<file path="src/rtl/bfsk_pkg.sv">
// Shared types and constants for the BFSK transmit scheduler and NCO.
// The CRC helper exists only when BFSK_TX_CRC8_EN is defined.
package bfsk_pkg;

    typedef enum logic [2:0] {
        ST_IDLE,
        ST_ARB,
        ST_PRE,
        ST_DATA,
`ifdef BFSK_TX_CRC8_EN
        ST_CRC,
`endif
        ST_GAP
    } state_e;

    localparam logic [7:0]  PREAMBLE_BYTE = 8'hAA;
    localparam logic [7:0]  CRC8_POLY     = 8'h07;
    localparam logic [31:0] DEF_MARK_INC  = 32'd10737418;
    localparam logic [31:0] DEF_SPACE_INC = 32'd21474836;

`ifdef BFSK_TX_CRC8_EN
    function automatic logic [7:0] crc8_byte(
        input logic [7:0] crc,
        input logic [7:0] data
    );
        logic [7:0] c;
        c = crc ^ data;
        for (int i = 0; i < 8; i++) begin
            c = c[7] ? ((c << 1) ^ CRC8_POLY) : (c << 1);
        end
        return c;
    endfunction
`endif

endpackage

</file>
<file path="src/rtl/bfsk_tx_sched_if.sv">
// Byte-stream requester channel: valid/data/last offered, ready accepts.
interface bfsk_tx_sched_if;
    logic       valid;
    logic [7:0] data;
    logic       last;
    logic       ready;

    modport master (output valid, data, last, input ready);
    modport slave  (input valid, data, last, output ready);
endinterface

</file>
<file path="src/rtl/bfsk_bit_timer.sv">
// Bit-period counter: strobe on the first cycle, end on the last cycle.
module bfsk_bit_timer #(
    parameter int unsigned CLK_PER_BIT = 1600
) (
    input  logic clk,
    input  logic rst_n,
    input  logic en,
    output logic bit_strobe,
    output logic bit_end
);

    localparam logic [15:0] LAST = 16'(CLK_PER_BIT - 1);

    logic [15:0] cnt_q, cnt_d;

    always_comb begin
        cnt_d = 16'd0;
        if (en && cnt_q != LAST) cnt_d = cnt_q + 16'd1;
    end

    always_ff @(posedge clk or negedge rst_n) begin
        if (!rst_n) cnt_q <= 16'd0;
        else        cnt_q <= cnt_d;
    end

    assign bit_strobe = en && (cnt_q == 16'd0);
    assign bit_end    = en && (cnt_q == LAST);

endmodule

</file>
<file path="src/rtl/bfsk_tx_sched.sv">
// Round-robin frame arbiter and MSB-first BFSK serializer for two requesters.
// Define BFSK_TX_CRC8_EN to append a CRC-8 trailer to completed frames.
module bfsk_tx_sched
    import bfsk_pkg::*;
#(
    parameter int unsigned CLK_PER_BIT    = 1600,
    parameter logic [31:0] MARK_INC       = DEF_MARK_INC,
    parameter logic [31:0] SPACE_INC      = DEF_SPACE_INC,
    parameter int unsigned PREAMBLE_BYTES = 2,
    parameter int unsigned GAP_CYCLES     = 12000
) (
    input  logic           clk,
    input  logic           rst_n,
    bfsk_tx_sched_if.slave a,
    bfsk_tx_sched_if.slave b,
    output logic [31:0]    nco_inc,
    output logic           nco_en,
    output logic           nco_phase_clr,
    output logic           tx_bit,
    output logic           bit_strobe,
    output logic           busy,
    output logic           grant_id,
    output logic           underrun
);

    localparam logic [3:0]  PRE_LAST = 4'(PREAMBLE_BYTES - 1);
    localparam logic [19:0] GAP_LAST = 20'(GAP_CYCLES - 1);

    state_e      state_q, state_d;
    logic        grant_q, grant_d;
    logic        lgrant_q, lgrant_d;
    logic [7:0]  byte_q, byte_d;
    logic        last_q, last_d;
    logic [7:0]  sh_q, sh_d;
    logic [2:0]  idx_q, idx_d;
    logic [3:0]  pre_q, pre_d;
    logic [19:0] gap_q, gap_d;
`ifdef BFSK_TX_CRC8_EN
    logic [7:0]  crc_q, crc_d;
`endif

    logic       tx_on, bit_end, arb_grant, pick, take;
    logic       in_valid, in_last;
    logic [7:0] in_data;

    bfsk_bit_timer #(
        .CLK_PER_BIT(CLK_PER_BIT)
    ) u_timer (
        .clk       (clk),
        .rst_n     (rst_n),
        .en        (tx_on),
        .bit_strobe(bit_strobe),
        .bit_end   (bit_end)
    );

    // Only-valid wins; a tie goes to the side not served last.
    assign arb_grant = (a.valid && b.valid) ? ~lgrant_q : b.valid;
    assign pick      = (state_q == ST_ARB) ? arb_grant : grant_q;
    assign in_valid  = pick ? b.valid : a.valid;
    assign in_data   = pick ? b.data  : a.data;
    assign in_last   = pick ? b.last  : a.last;
    assign a.ready   = take && !pick;
    assign b.ready   = take &&  pick;

    always_comb begin
        state_d  = state_q;
        grant_d  = grant_q;
        lgrant_d = lgrant_q;
        byte_d   = byte_q;
        last_d   = last_q;
        sh_d     = sh_q;
        idx_d    = idx_q;
        pre_d    = pre_q;
        gap_d    = gap_q;
`ifdef BFSK_TX_CRC8_EN
        crc_d    = crc_q;
`endif
        take     = 1'b0;
        underrun = 1'b0;
        unique case (state_q)
            ST_IDLE: begin
                if (a.valid || b.valid) state_d = ST_ARB;
            end
            ST_ARB: begin
                take     = 1'b1;
                grant_d  = arb_grant;
                lgrant_d = arb_grant;
                byte_d   = in_data;
                last_d   = in_last;
                sh_d     = PREAMBLE_BYTE;
                idx_d    = 3'd0;
                pre_d    = 4'd0;
`ifdef BFSK_TX_CRC8_EN
                crc_d    = crc8_byte(8'h00, in_data);
`endif
                state_d  = ST_PRE;
            end
            ST_PRE: begin
                if (bit_end) begin
                    sh_d  = sh_q << 1;
                    idx_d = idx_q + 3'd1;
                    if (idx_q == 3'd7) begin
                        if (pre_q == PRE_LAST) begin
                            sh_d    = byte_q;
                            state_d = ST_DATA;
                        end else begin
                            sh_d  = PREAMBLE_BYTE;
                            pre_d = pre_q + 4'd1;
                        end
                    end
                end
            end
            ST_DATA: begin
                if (bit_end) begin
                    sh_d  = sh_q << 1;
                    idx_d = idx_q + 3'd1;
                    if (idx_q == 3'd7) begin
                        gap_d = 20'd0;
                        if (last_q) begin
`ifdef BFSK_TX_CRC8_EN
                            sh_d    = crc_q;
                            state_d = ST_CRC;
`else
                            state_d = ST_GAP;
`endif
                        end else begin
                            take = 1'b1;
                            if (in_valid) begin
                                sh_d   = in_data;
                                last_d = in_last;
`ifdef BFSK_TX_CRC8_EN
                                crc_d  = crc8_byte(crc_q, in_data);
`endif
                            end else begin
                                underrun = 1'b1;
                                state_d  = ST_GAP;
                            end
                        end
                    end
                end
            end
`ifdef BFSK_TX_CRC8_EN
            ST_CRC: begin
                if (bit_end) begin
                    sh_d  = sh_q << 1;
                    idx_d = idx_q + 3'd1;
                    if (idx_q == 3'd7) begin
                        gap_d   = 20'd0;
                        state_d = ST_GAP;
                    end
                end
            end
`endif
            ST_GAP: begin
                gap_d = gap_q + 20'd1;
                if (gap_q == GAP_LAST) begin
                    gap_d   = 20'd0;
                    state_d = ST_IDLE;
                end
            end
            default: state_d = ST_IDLE;
        endcase
    end

    always_ff @(posedge clk or negedge rst_n) begin
        if (!rst_n) begin
            state_q  <= ST_IDLE;
            grant_q  <= 1'b0;
            lgrant_q <= 1'b1;
            byte_q   <= 8'h00;
            last_q   <= 1'b0;
            sh_q     <= 8'h00;
            idx_q    <= 3'd0;
            pre_q    <= 4'd0;
            gap_q    <= 20'd0;
`ifdef BFSK_TX_CRC8_EN
            crc_q    <= 8'h00;
`endif
        end else begin
            state_q  <= state_d;
            grant_q  <= grant_d;
            lgrant_q <= lgrant_d;
            byte_q   <= byte_d;
            last_q   <= last_d;
            sh_q     <= sh_d;
            idx_q    <= idx_d;
            pre_q    <= pre_d;
            gap_q    <= gap_d;
`ifdef BFSK_TX_CRC8_EN
            crc_q    <= crc_d;
`endif
        end
    end

`ifdef BFSK_TX_CRC8_EN
    assign tx_on = (state_q == ST_PRE) || (state_q == ST_DATA)
                || (state_q == ST_CRC);
`else
    assign tx_on = (state_q == ST_PRE) || (state_q == ST_DATA);
`endif

    assign tx_bit        = tx_on && sh_q[7];
    assign nco_inc       = !tx_on ? 32'd0 : (sh_q[7] ? MARK_INC : SPACE_INC);
    assign nco_en        = tx_on;
    assign nco_phase_clr = (state_q == ST_PRE) && (pre_q == 4'd0)
                        && (idx_q == 3'd0) && bit_strobe;
    assign busy          = (state_q != ST_IDLE);
    assign grant_id      = (state_q == ST_ARB) ? arb_grant : grant_q;

endmodule

</file>
<file path="src/flat_wrapper.sv">
// flat-port wrapper written by rule: the top's interface ports become plain ports
module bfsk_tx_sched_flat import bfsk_pkg::*;
#(
    parameter int unsigned CLK_PER_BIT    = 1600,
    parameter logic [31:0] MARK_INC       = DEF_MARK_INC,
    parameter logic [31:0] SPACE_INC      = DEF_SPACE_INC,
    parameter int unsigned PREAMBLE_BYTES = 2,
    parameter int unsigned GAP_CYCLES     = 12000
)
  (clk, rst_n, nco_inc, nco_en, nco_phase_clr, tx_bit, bit_strobe, busy, grant_id, underrun, a_valid, a_data, a_last, a_ready, b_valid, b_data, b_last, b_ready);
  bfsk_tx_sched_if a_i ();
  bfsk_tx_sched_if b_i ();
  input  logic clk;
  input  logic rst_n;
  output logic [31:0] nco_inc;
  output logic nco_en;
  output logic nco_phase_clr;
  output logic tx_bit;
  output logic bit_strobe;
  output logic busy;
  output logic grant_id;
  output logic underrun;
  input wire logic [$bits(a_i.valid)-1:0] a_valid;
  input wire logic [$bits(a_i.data)-1:0] a_data;
  input wire logic [$bits(a_i.last)-1:0] a_last;
  output wire logic [$bits(a_i.ready)-1:0] a_ready;
  input wire logic [$bits(b_i.valid)-1:0] b_valid;
  input wire logic [$bits(b_i.data)-1:0] b_data;
  input wire logic [$bits(b_i.last)-1:0] b_last;
  output wire logic [$bits(b_i.ready)-1:0] b_ready;
  assign a_i.valid = a_valid;
  assign a_i.data = a_data;
  assign a_i.last = a_last;
  assign a_ready = a_i.ready;
  assign b_i.valid = b_valid;
  assign b_i.data = b_data;
  assign b_i.last = b_last;
  assign b_ready = b_i.ready;
  bfsk_tx_sched #(.CLK_PER_BIT(CLK_PER_BIT), .MARK_INC(MARK_INC), .SPACE_INC(SPACE_INC), .PREAMBLE_BYTES(PREAMBLE_BYTES), .GAP_CYCLES(GAP_CYCLES)) u_core (.clk(clk), .rst_n(rst_n), .a(a_i), .b(b_i), .nco_inc(nco_inc), .nco_en(nco_en), .nco_phase_clr(nco_phase_clr), .tx_bit(tx_bit), .bit_strobe(bit_strobe), .busy(busy), .grant_id(grant_id), .underrun(underrun));
endmodule
</file>
<file path="config.mk">
export PLATFORM = sky130hd
export DESIGN_NAME = bfsk_tx_sched_flat
export DESIGN_NICKNAME = d
export VERILOG_FILES = /design/src/rtl/bfsk_pkg.sv /design/src/rtl/bfsk_tx_sched_if.sv /design/src/rtl/bfsk_bit_timer.sv /design/src/rtl/bfsk_tx_sched.sv /design/src/flat_wrapper.sv
export SDC_FILE = /design/constraint.sdc
export NUM_CORES = 1
export LEC_CHECK = 0
export CAP_MARGIN = 20
export CORE_ASPECT_RATIO = 0.5
export CORE_UTILIZATION = 54
export DETAILED_ROUTE_END_ITERATION = 6
export GPL_TIMING_DRIVEN = 0
export PLACE_DENSITY = 0.88
export SLEW_MARGIN = 20
export SYNTH_ARGS = -nofsm -noshare
export SYNTH_HDL_FRONTEND = slang
export SYNTH_SLANG_ARGS = --single-unit
</file>
<file path="constraint.sdc">
create_clock -name clk -period 3 [get_ports clk]
set_input_delay 0.6 -clock clk [delete_from_list [all_inputs] [get_ports clk]]
set_output_delay 0.6 -clock clk [all_outputs]
set_load 0.03 [all_outputs]
</file>
== Word level (Yosys, flattened, before mapping) ==
Cells that the tools add are included.

* $add $sub $neg: 4
* Multiply operators: 0
* Divide/modulo/power cells: 0
* $lt $le $gt $ge: 0
* Equal/unequal tests: 19
* Shift-type cells: 0
* Multiplexer cells: 50
* Bitwise operators: 1
* Reductions and logical operators: 30

{| class="wikitable"
|+ Operators by type and width
! operator !! number
|-
| 8-bit 2-to-1 mux || 8
|-
| 20-bit 2-to-1 mux || 3
|-
| 20-bit case mux with 2 select lines || 1
|-
| 32-bit 2-to-1 mux || 1
|-
| 3-bit 2-to-1 mux || 10
|-
| 25-bit 2-to-1 mux || 1
|-
| 8-bit case mux with 3 select lines || 1
|-
| 20-bit by 1-bit adder with 20-bit output (second input constant) || 1
|-
| 20-bit by 14-bit equality test with 1-bit output (second input constant) || 1
|-
| 16-bit by 1-bit adder with 16-bit output (second input constant) || 1
|-
| 16-bit by 11-bit equality test with 1-bit output (second input constant) || 1
|-
| 16-bit logical NOT || 1
|-
| 1-bit 2-to-1 mux || 16
|-
| 16-bit 2-to-1 mux || 1
|-
| 16-bit by 11-bit != test with 1-bit output (second input constant) || 1
|-
| 2-bit by 1-bit != test with 1-bit output (second input constant) || 8
|-
| 3-bit case mux with 5 select lines || 1
|-
| 4-bit 2-to-1 mux || 3
|-
| 1-bit logical AND || 10
|-
| 3-bit AND reduction || 3
|-
| 4-bit case mux with 2 select lines || 1
|-
| 8-bit AND reduction || 1
|-
| 2-bit nonzero test || 4
|-
| 3-bit by 2-bit equality test with 1-bit output (second input constant) || 2
|-
| other kinds (18) || 23
|}

* Flip-flop bits (word level): 65
* Bits in latches: 0
* Memory bits (writable): 0
* ROM bits: 0
* Bits of input ports: 22
* Memories: 0

== Longest topological paths before layout ==
Gate-level depths: netlist of the first run.

* Depth after elaboration: 9
* Mapped depth: 9

== Modules after synthesis ==
From an unflattened synthesis of the first run, not the netlist that was laid out.

* Cell total of the unflattened synthesis: 469
* Area total of the unflattened synthesis: 4134.0 µm²

{| class="wikitable"
|+ By module, submodules not included
! module !! instances !! cells each !! area each (µm²)
|-
| bfsk_tx_sched || 1 || 379 || 3294.4
|-
| bfsk_bit_timer || 1 || 90 || 839.6
|}

== Least setup slack after synthesis of the first run ==
OpenSTA, ideal clock, no wires.

* Path kind: flip-flop to output port
* Start: register u_core.u_timer.cnt_q[7]
* End: output nco_phase_clr
* Data arrival time: 3.223 ns
* Path slack: -0.823 ns
* Cell stages (with the launch flop): 5
* Cells stage by stage: dfrtp_1 or4_4 or4_1 nor4_1 nor3b_1

* Longest elaborated chain between the ends: 3

{| class="wikitable"
|+ Ends and longest elaborated chain
! element !! line !! source
|-
| from (decl) || bfsk_bit_timer.sv:14 || <nowiki>logic [15:0] cnt_q, cnt_d;</nowiki>
|-
| from (signal assigned) || bfsk_bit_timer.sv:23 || <nowiki>else cnt_q <= cnt_d;</nowiki>
|-
| 16-bit logical NOT || bfsk_bit_timer.sv:26 || <nowiki>assign bit_strobe = en && (cnt_q == 16'd0);</nowiki>
|-
| 1-bit logical AND || bfsk_bit_timer.sv:26 ||
|-
| via bit_strobe || flat_wrapper.sv:19 || <nowiki>output logic bit_strobe;</nowiki>
|-
| 1-bit logical AND || bfsk_tx_sched.sv:206 || <nowiki>&& (idx_q == 3'd0) && bit_strobe;</nowiki>
|-
| to (decl) || flat_wrapper.sv:17 || <nowiki>output logic nco_phase_clr;</nowiki>
|}

The timed path passes the listed nets, and every way through them passes these cells.

== Worst setup path after layout of the first run ==
* Start: register u_core.u_timer.cnt_q[15]
* End: output nco_phase_clr

* Longest elaborated chain between the ends: 3

{| class="wikitable"
|+ Ends and longest elaborated chain
! element !! line
|-
| 16-bit logical NOT || bfsk_bit_timer.sv:26
|-
| 1-bit logical AND || bfsk_bit_timer.sv:26
|-
| 1-bit logical AND || bfsk_tx_sched.sv:206
|}

Every way passes these cells.

==> reports/metrics.yaml, run 1 <==
status: "complete, no violations"
grt_usage: 0.289
rows: 21
drive_gt1_frac: 0.175
min_period_ns: 2.93
p_leak_nw: 2.24
ant_nets: 0
yosys.area.top_type: "dfrtp_1"
power_density_nw_per_um2: 573
multi_input_area_um2: 2110
synth_compound_area_frac: 0.152
critPathBufInv: 1
yosysWarnings: 0
drc_errors: 0
drtIter0Drc: 320
initial_utilization: 0.577
cpMostUsedCell: "or4_4"
dpl_cell_area_um2: 4670
synth_simple_gate_area_frac: 0.252
hold_viol: 0
syn_avg_cell_area_um2: 8.78
yosysMostFrequentCell: "dfrtp_1"
syn_area_um2: 3970
synth_edf_count: 0
arrival_ns: 2.33
timing.fmax_mhz: 341
critical_path.top_delay_family: "simple AND/OR/NAND/NOR gates"
synth_ff_type: "dfrtp_1"
synthTopCellsByCount: "dfrtp_1, nand2_1, nor2_1, buf_4, o21ai_0"
async_flop_share: 1.00
routedWlPerCell_um: 16.6
grt_antenna_before_repair: 0
clock_latency_ns: 0.34
setup_slack_ns: 0.0657
worstPathMaxFanout: 4
die_x_um: 123
ys_seq_area_frac: 0.410
ir_worst_vdd_mv: 0.301
die_area_um2: 7720
numCtsBuffers: 9
diodes: 0
fillers: 472
drv_cap: 0
clk_pin_slew_ns: 0.06
core-area_um2: 6880
cts_tree: "done"
relSlewSlack: 0.349
clock_skew_ns: 0.00849
die_h_um: 62.6
area_delta_synth_final_pct: 29.4
vias_per_cell: 6.05
syn_inst: 452
hold_path.class: "input pin to asynchronous set/reset pin"
rr_startpoint: "u_core.gap_q[15]"
clock-root-buffer: "clkbuf_16"
cts_hold_buf: 0
ios: 63
grt_max_degree: 52
critPathMaxStageDelay_ns: 0.60
place_congestion: 0.879
synthTopCellsByArea: "dfrtp_1, buf_4, nand2_1"
synth_cell_types: 56
tns_ns: 0
end_kind: "output pin"
ys_ff_latch: 65
drt_wl_total_um: 10400
yosys.area_share.xor_xnor: 0.0331
grt_pass1_wl_um: 17200
whs_ns: 0.115
post-route-period-util: 0.978
port_buffers: 49
overflow: 0
setup_viol: 0
cp.required_ns: 2.40
yosysTopAreaCellShare: 0.404
clock_path_buffers: 2
crit_type: "flip-flop to output pin"
first_global_vias: 3675
nets: 562
worstSetupStartpointType: "flip-flop"
seq_area_um2: 1630
synth_top_family_by_area: "simple AND/OR/NAND/NOR gates"
worstMarginPinSlew_ns: 0.967
yosys-mux-area-fraction: 0.0306
preCtsSetupSlack_ns: -0.875
setup.worst_path.start: "u_core.u_timer.cnt_q[15]"
fin_area_um2: 5130
dp_hpwl_um: 6730
critPathSlowestCell: "or4_4"
path_cells: "or4_4, or4_4, nor4_4, nor3b_4, buf_6"
htree_levels: 3
cts_sinks: 65
synthAdderAreaFrac: 0.0284
slew_viol_final: 0
first_pass_iters: 5
vias: 3797
area by class of cell:
cell class                      instances  area share
Multi-Input combinational cell        334       0.411
Sequential cell                        65       0.317
Timing Repair Buffer                   58       0.109
Buffer                                 46      0.0604
Clock buffer                           10      0.0446
Clock inverter                          6      0.0227
Tap cell                               92      0.0224
Inverter                               17      0.0124
worst paths after layout:
check | end | slack (ns) | cells after the start
max | nco_phase_clr | 0.07 | 5
min | u_core.byte_q[4] | 0.11 | 1
max reg2reg | u_core.gap_q[3] | 0.31 | 5
min reg2reg | u_core.lgrant_q | 0.48 | 2
max in group asynchronous | u_core.u_timer.cnt_q[0] | 2.34 | 2
min in group clk | u_core.lgrant_q | 0.48 | 2
per-stage QoR:
stage,util,power (mW),cells
floorplan,-,1.48,464
global placement,0.675,1.66,605
detailed placement,0.678,1.69,606
CTS,0.737,2.92,624
global route,0.746,3.04,628
finish,0.746,2.94,628
power by group:
part           total [mW]  switching [mW]  internal, mW
Clock                1.22           0.408         0.816
Sequential           1.09           0.114         0.973
Combinational       0.632           0.346         0.286
Total                2.94           0.868          2.07
sequential cells by signal (all words and copies together) (netlist names):
signal,cells
u_core.pre_q,4
u_core.last_q,1
u_core.sh_q,8
u_core.idx_q,3
u_core.lgrant_q,1
u_core.grant_q,1
u_core.byte_q,8
u_core.state_q,3
u_core.u_timer.cnt_q,16
u_core.gap_q,20
logic make-up after synthesis:
group	after synthesis
xor gates and xnor gates	15
muxes	12
AOI/OAI and AO/OA	95
DFF	65
buffers and inverters	65
other	1
and+or+nand+nor	190
adders and majority gates	9
cell usage in the layout (no fill, tap or decap), types with 10 or more instances in the layout:
cell type / instances
or3_1: 11
o31ai_1: 10
o21ai_0: 26
conb_1: 13
nand2_1: 53
inv_1: 17
a21oi_1: 23
dfrtp_1: 63
nand3_1: 19
clkdlybuf4s50_1: 34
buf_4: 42
nor2_1: 40
mux2i_1: 10
worst register-to-register path, cell delays in order, from the launching register on:
cell     delay (ns)
dfrtp_1        0.43
or4b_2         0.68
nor4_1         0.84
nand2_1        0.15
nand2_1        0.36
a21oi_1        0.08
timing repair:
action	CTS	global route
endpoints found under the setup margin	26	10
setup buffers	3	5
gates resized for setup	50	9
pin swaps	4	3
per-layer routing:
metal | share of wire | GRT usage
met1 | 0.41 | 0.358
met2 | 0.49 | 0.480
met3 | 0.072 | 0.0730
met4 | 0.028 | 0.119
met5 | 0 | 0
No activity file was read; power rests on OpenSTA's default activity.
==> run 2, diff against run 1 <==
--- a/config.mk
+++ b/config.mk
@@ -10,6 +10,7 @@
 export CORE_UTILIZATION = 54
 export DETAILED_ROUTE_END_ITERATION = 6
 export GPL_TIMING_DRIVEN = 0
+export MAX_ROUTING_LAYER = met4
 export PLACE_DENSITY = 0.88
 export SLEW_MARGIN = 20
 export SYNTH_ARGS = -nofsm -noshare
==> run 2 against run 1 <==
Net effect:
- non-clock buffer count unchanged
- die area is the same
- clock-buffer cell count did not move
- combinational power barely moved
- highest routed layer unchanged
- critical endpoint unchanged
- power increased by 0.26%
- first-iteration DRC count is 14% lower
- core utilization unchanged
==> reports/metrics.yaml, run 2 (same netlist as run 1, synthesis figures left out) <==
status: "complete, no violations"
worstPathMaxFanout: 4
clock_path_buffers: 2
die_h_um: 62.6
grt_max_degree: 52
clock-root-buffer: "clkbuf_16"
setup_viol: 0
dp_hpwl_um: 6730
die_x_um: 123
htree_levels: 3
end_kind: "output pin"
cts_tree: "done"
largest-register: "u_core.gap_q"
rows: 21
grt_antenna_before_repair: 0
layout_common_cells: "dfrtp_1, nand2_1, buf_4, nor2_1, clkdlybuf4s50_1"
die_area_um2: 7720
timing.fmax_mhz: 341
vias: 3817
clock_skew_ns: 0.00845
grt_pass1_wl_um: 17200
clock_latency_ns: 0.34
cts_sinks: 65
largest_reg_flops: 20
drive_gt1_frac: 0.175
power_density_nw_per_um2: 575
routedWlPerCell_um: 16.6
overflow: 0
fin_area_um2: 5130
vias_per_cell: 6.08
ios: 63
p_leak_nw: 2.24
worstMarginPinSlew_ns: 0.969
crit_type: "flip-flop to output pin"
drc_errors: 0
numCtsBuffers: 9
relSlewSlack: 0.348
drt_wl_total_um: 10400
top_regs: "u_core.gap_q: 20 flops, u_core.u_timer.cnt_q: 16 flops"
core-area_um2: 6880
min_period_ns: 2.94
port_buffers: 49
diodes: 0
arrival_ns: 2.34
post-route-period-util: 0.979
area_delta_synth_final_pct: 29.4
drtIter0Drc: 276
ant_nets: 0
first_pass_iters: 6
drv_cap: 0
hold_path.class: "input pin to asynchronous set/reset pin"
clk_pin_slew_ns: 0.06
initial_utilization: 0.577
preCtsSetupSlack_ns: -0.875
cp.required_ns: 2.40
fillers: 472
first_global_vias: 3665
hold_viol: 0
nets: 562
place_congestion: 0.893
ir_worst_vdd_mv: 0.302
multi_input_area_um2: 2110
final_common_cell: "dfrtp_1"
dpl_cell_area_um2: 4670
seq_area_um2: 1630
grt_usage: 0.298
slew_viol_final: 0
worstSetupStartpointType: "flip-flop"
setup_slack_ns: 0.0633
run 2: cell counts in the layout (fill, tap and decap cells not counted):
Identical to the previous run, type by type.
run 2: worst paths after layout:
check,startpoint,end,slack [ns],cells after the start
setup / recovery,u_core.u_timer.cnt_q[15],nco_phase_clr,0.06,5
hold / removal,rst_n,u_core.byte_q[4],0.11,1
setup reg to reg,u_core.gap_q[15],u_core.gap_q[3],0.31,5
hold reg to reg,u_core.lgrant_q,u_core.lgrant_q,0.49,2
max in group asynchronous,rst_n,u_core.u_timer.cnt_q[0],2.35,2
min in group clk,u_core.lgrant_q,u_core.lgrant_q,0.49,2
run 2: timing repair:
| action | CTS | global route |
|---|---|---|
| gates cloned | 0 | 0 |
| gates resized for setup | 50 | 9 |
| pin swaps | 4 | 3 |
| setup endpoints to repair | 26 | 10 |
| buffers inserted | 3 | 5 |
| hold buffers | 0 | 0 |
run 2: metal layers:
metal	part of all wire	wire [um]	up-vias	track usage
met2	0.49	5150	224	0.481
met5	0	0	-	-
met3	0.078	817	38	0.0721
met1	0.40	4210	1826	0.359
li1	-	-	1729	-
met4	0.024	255	0	0.119
run 2: critical path: stages (launching register included):
cell	delay (ns)
dfrtp_1	0.40
or4_4	0.60
or4_4	0.45
nor4_4	0.17
nor3b_4	0.23
buf_6	0.15
run 2: stage by stage:
step                      setup TNS, ns  power, mW  std cells  utilization  hold slack (ns)
after floorplan                       0       1.48        464            -            0.304
after global placement           -55.52       1.66        605        0.675            0.454
after detailed placement          -5.20       1.69        606        0.678            0.452
after CTS                       -0.0246       2.92        624        0.737            0.118
after global routing            -0.0314       3.04        628        0.746            0.123
final                                 0       2.95        628        0.746            0.112
run 2: where the power goes:
part | internal, mW | switching (mW)
logic | 0.286 | 0.346
clock network | 0.816 | 0.415
registers | 0.973 | 0.114
run 2: final cells by class:
class / count / share of cell area
plain buffers: 46 / 0.0604
multi-input cells: 334 / 0.411
inverters: 17 / 0.0124
clock inverters: 6 / 0.0227
repair buffers: 58 / 0.109
flip-flops and latches: 65 / 0.317
well taps: 92 / 0.0224
clock buffers: 10 / 0.0446
